### src/rtl/cpu_controller.sv
// cpu_controller: multicycle controller for the 16-bit ALU/register-file datapath.
// Latches an instruction into the IR, decodes it and emits one-hot control
// pulses for operand reads, ALU execute, status capture and writeback.
module cpu_controller #(
  parameter int WIDTH = 16
) (
  input  logic             clk,
  input  logic             reset,
  input  logic [WIDTH-1:0] in_instr,
  input  logic             load,
  input  logic             s,
  output logic             w,
  output logic             illegal,
  output logic [2:0]       readnum,
  output logic [2:0]       writenum,
  output logic             write,
  output logic             loada,
  output logic             loadb,
  output logic             loadc,
  output logic             loads,
  output logic             asel,
  output logic             bsel,
  output logic [1:0]       vsel,
  output logic [1:0]       shift,
  output logic [1:0]       ALUop,
  output logic [WIDTH-1:0] sximm8,
  output logic [WIDTH-1:0] sximm5
);

  typedef enum logic [2:0] {
    ST_WAIT   = 3'd0,
    ST_DECODE = 3'd1,
    ST_GET_A  = 3'd2,
    ST_GET_B  = 3'd3,
    ST_EXEC   = 3'd4,
    ST_WR_REG = 3'd5,
    ST_WR_IMM = 3'd6
  } state_t;

  state_t           state_reg;
  state_t           state_next;
  logic [WIDTH-1:0] ir_reg;

  // Instruction fields
  logic [2:0] opcode;
  logic [1:0] op;
  logic [2:0] rn;
  logic [2:0] rd;
  logic [1:0] sh;
  logic [2:0] rm;

  assign opcode = ir_reg[15:13];
  assign op     = ir_reg[12:11];
  assign rn     = ir_reg[10:8];
  assign rd     = ir_reg[7:5];
  assign sh     = ir_reg[4:3];
  assign rm     = ir_reg[2:0];

  // Instruction class decode
  logic is_mov_imm;
  logic is_mov_reg;
  logic is_alu;
  logic is_cmp;
  logic is_mvn;

  assign is_mov_imm = (opcode == 3'b110) && (op == 2'b10);
  assign is_mov_reg = (opcode == 3'b110) && (op == 2'b00);
  assign is_alu     = (opcode == 3'b101);
  assign is_cmp     = is_alu && (op == 2'b01);
  assign is_mvn     = is_alu && (op == 2'b11);

  // Immediates are pure functions of the IR
  assign sximm8 = {{(WIDTH-8){ir_reg[7]}}, ir_reg[7:0]};
  assign sximm5 = {{(WIDTH-5){ir_reg[4]}}, ir_reg[4:0]};

  // IR capture: only while idle, so the word is stable for the whole instruction
  always_ff @(posedge clk) begin
    if (reset) begin
      ir_reg <= '0;
    end else if (state_reg == ST_WAIT && load) begin
      ir_reg <= in_instr;
    end
  end

  // State register
  always_ff @(posedge clk) begin
    if (reset) begin
      state_reg <= ST_WAIT;
    end else begin
      state_reg <= state_next;
    end
  end

  // Next-state sequencing
  always_comb begin
    state_next = state_reg;
    case (state_reg)
      ST_WAIT:   state_next = s ? ST_DECODE : ST_WAIT;
      ST_DECODE: begin
        if (is_mov_imm)                state_next = ST_WR_IMM;
        else if (is_alu && !is_mvn)    state_next = ST_GET_A;
        else if (is_mov_reg || is_mvn) state_next = ST_GET_B;
        else                           state_next = ST_WAIT;
      end
      ST_GET_A:  state_next = ST_GET_B;
      ST_GET_B:  state_next = ST_EXEC;
      ST_EXEC:   state_next = is_cmp ? ST_WAIT : ST_WR_REG;
      ST_WR_REG: state_next = ST_WAIT;
      ST_WR_IMM: state_next = ST_WAIT;
      default:   state_next = ST_WAIT;
    endcase
  end

  // Moore output decode from state and IR
  always_comb begin
    w        = 1'b0;
    illegal  = 1'b0;
    readnum  = 3'd0;
    writenum = 3'd0;
    write    = 1'b0;
    loada    = 1'b0;
    loadb    = 1'b0;
    loadc    = 1'b0;
    loads    = 1'b0;
    asel     = 1'b0;
    bsel     = 1'b0;
    vsel     = 2'b00;
    shift    = 2'b00;
    ALUop    = 2'b00;
    case (state_reg)
      ST_WAIT:   w = 1'b1;
      ST_DECODE: illegal = !(is_mov_imm || is_mov_reg || is_alu);
      ST_GET_A: begin
        readnum = rn;
        loada   = 1'b1;
      end
      ST_GET_B: begin
        readnum = rm;
        loadb   = 1'b1;
      end
      ST_EXEC: begin
        shift = sh;
        if (is_mov_reg) begin
          // MOV reg passes B through the adder with A forced to zero
          asel  = 1'b1;
          ALUop = 2'b00;
        end else begin
          ALUop = op;
        end
        loads = is_cmp;
        loadc = !is_cmp;
      end
      ST_WR_REG: begin
        writenum = rd;
        vsel     = 2'b00;
        write    = 1'b1;
      end
      ST_WR_IMM: begin
        writenum = rn;
        vsel     = 2'b10;
        write    = 1'b1;
      end
      default: ;
    endcase
  end

endmodule

### config.mk
export PLATFORM = sky130hd
export DESIGN_NAME = cpu_controller
export DESIGN_NICKNAME = d
export VERILOG_FILES = /design/src/rtl/cpu_controller.sv
export SDC_FILE = /design/constraint.sdc
export NUM_CORES = 1
export LEC_CHECK = 0
export BUFFER_PORTS_ARGS = -buffer_cell sky130_fd_sc_hd__buf_2
export CAP_MARGIN = 5
export CORE_MARGIN = 1
export CORE_UTILIZATION = 40
export DETAILED_ROUTE_END_ITERATION = 8
export GPL_ROUTABILITY_DRIVEN = 0
export GPL_TIMING_DRIVEN = 1
export PLACE_DENSITY = 0.74
export SETUP_SLACK_MARGIN = 0.02
export SLEW_MARGIN = 10
export SYNTH_ARGS = -nofsm -noshare
export SYNTH_HDL_FRONTEND = slang
export SYNTH_SLANG_ARGS = --single-unit
### constraint.sdc
create_clock -name clk -period 2.8 [get_ports clk]
set_input_delay 0.28 -clock clk [delete_from_list [all_inputs] [get_ports clk]]
set_output_delay 0.28 -clock clk [all_outputs]
set_load 0.01 [all_outputs]
==> impl_metrics.tcl <==
set metrics [dict create \
    status "finished with violations" \
    violations "DRC" \
    switching_share_pct 29.0 \
    seqPwrFrac_pct 56.0 \
    p_sw_mw 0.158 \
    post_cts_resized 0 \
    max_slew_margin_pct 43.4 \
    grt_max_degree 20 \
    maxCapViolations 0 \
    netlist.area_leader.share_pct 31.4 \
    cp-start-kind "register" \
    cts_setup_buffers 0 \
    period_share_pct 80.1 \
    numClockSinks 19 \
    fin_nets 211 \
    leakage_nw 0.701 \
    finalSetupViolCount 0 \
    ctsHoldBuffers 0 \
    hold_class "in2reg" \
    synth_edf_count 0 \
    synthFlopType "dfxtp_1" \
    grtUsageTotal_pct 15.6 \
    yosys-top-cells-count "nand2_1, buf_4, dfxtp_1, a21oi_1, nor2b_1" \
    largest_reg_flops 16 \
    hpwl_mm 1.88 \
    grt_pass1_vias 846 \
    area_delta_synth_final_pct 9.60 \
    diodes 0 \
    power_density_nw_per_um2 409 \
    viasPerCell 4.77 \
    skew_ns 0.00265 \
    final_area_um2 1330 \
    crit_fanout 14 \
    tns_ns 0 \
    grt.overflow.total 0 \
    dr_total_vias 1054 \
    period_needed_ns 2.24 \
    worst_slack_ns 0.557 \
    syn_inst 157 \
    seq_area_frac_synth_pct 31.4 \
    wl_per_cell_um 11.6 \
    drt_iter0_drc 45 \
    finalWirelength_mm 2.56 \
    dieArea_um2 3260 \
    start_util_pct 43.2 \
    max_freq_mhz 446 \
    ant_nets 0 \
    netlist_area_um2 1210 \
    htreeDepth 1 \
    grt_pass1_wl_mm 3.95 \
    io_pins 73 \
    synth.most_common_cell "nand2_1" \
    synth_largest_area_cell "dfxtp_1" \
    synth_area_leaders "dfxtp_1, buf_4, nand2_1" \
    cts_tree "done" \
    first_pass_iters 6 \
    crit_arrival_ns 1.96 \
    tightest_slew_ns 0.846 \
    final_max_slew_viol_count 0 \
    end_kind "primary output" \
    cts_made_buffers 3 \
    syn_avg_cell_area_um2 7.72 \
    dieHeight_um 57.1 \
    port_buffers 70 \
    cp.required_ns 2.52 \
    synthArstFlopShare_pct 0 \
    coreArea_um2 2810 \
    drive_gt1_share_pct 38.9 \
    clockRootBuffer "clkbuf_4" \
    power_frac_comb_pct 18.9 \
    p_int_mw 0.386 \
    clkPwrFrac_pct 25.1 \
    row_count 19 \
    max-clock-path-buffers 2 \
    yosys_warnings 0 \
    peakVddDrop_uv 180 \
    dp_slack_ns 0.910 \
    clk_pin_slew_ns 0.11 \
    place_area_um2 1300 \
    synth_cell_types 29 \
    rsz0062_at_grt "false" \
    drc 6 \
    synth-seq-cells 19 \
    clk_latency_ns 0.29 \
    path_class "reg2out" \
    final-hold-violation-count 0 \
    die_w_um 57.1 \
    grt_antenna_before_repair 0 \
]
[placed cells by master, fill, tap and decap left out]
cell type / n
buf_2: 70
nor3_1: 2
clkbuf_1: 1
o21ai_0: 3
nand2_1: 35
o21ai_1: 1
nand2b_1: 1
a21oi_1: 18
nor2b_1: 6
o2111ai_1: 1
nor4b_1: 1
nor3b_1: 2
and3b_1: 2
conb_1: 2
o21a_1: 1
o221ai_1: 1
and2_1: 5
inv_1: 2
nor2_1: 2
a22o_1: 3
or4b_1: 1
nand3b_1: 1
nor4b_4: 1
and4b_1: 2
a22oi_1: 3
dfxtp_1: 19
clkbuf_4: 3
and2b_1: 1
[routing by layer]
layer  vias up  track usage, %  part of all wire [%]
met5         -               0                     0
met4         0            6.27                  0.39
met3         2            2.27                   5.6
met2        38            24.5                    46
met1       459            21.6                    48
li1        555               -                     -
[cell families (layout without fill, tap and decap cells)]
logic type	Yosys count	in the layout	share of synthesized area, %
AO/OA/AOI/OAI	31	31	15.2
flip-flops	19	19	31.4
other	1	2	0.309
AND/OR/NAND/NOR	62	62	27.6
buffers and inverters	44	76	25.6
[power groups by stage]
stage / Clock [mW] / Combinational (mW) / Sequential, mW
after floorplan: 0 / 0.102 / 0.305
after global placement: 0 / 0.103 / 0.310
after detailed placement: 0 / 0.103 / 0.311
after CTS: 0.142 / 0.104 / 0.305
after global routing: 0.156 / 0.113 / 0.308
final: 0.137 / 0.103 / 0.304
[layout make-up]
class,count,area [um2]
clock buffer,4,26.3
fill,301,1480
inverter,2,7.51
multi-input combinational,95,526
sequential,19,380
tap,31,38.8
timing repair buffer,70,350
[worst max-delay path, stage by stage, from the launching register on]
cell,delay [ns]
dfxtp_1,0.59
nor3b_1,0.62
o21ai_1,0.24
inv_1,0.09
buf_2,0.13
[path summary, 6_finish.rpt]
check / end / slack, ns / cells past startpoint / from
worst min register to register: ir_reg[6]$_SDFFE_PP0P_ / 0.48 / 2 / ir_reg[6]$_SDFFE_PP0P_
worst min-delay path: ir_reg[2]$_SDFFE_PP0P_ / 0.21 / 3 / in_instr[2]
worst max register to register: state_reg[0]$_SDFF_PP0_ / 1.04 / 3 / state_reg[2]$_SDFF_PP0_
worst max-delay path: loadc / 0.56 / 4 / state_reg[2]$_SDFF_PP0_
[through the flow]
stage               instances  power [mW]  hold slack (ns)  util (%)
finish                    221       0.544            0.213      47.4
global route              221       0.577            0.200      47.4
CTS                       221       0.551            0.201      47.4
detailed placement        217       0.415            0.474      46.4
global placement          217       0.413            0.463      46.4
floorplan                 158       0.408            0.416         -
Note: power is estimated with default switching activity, not from simulation.
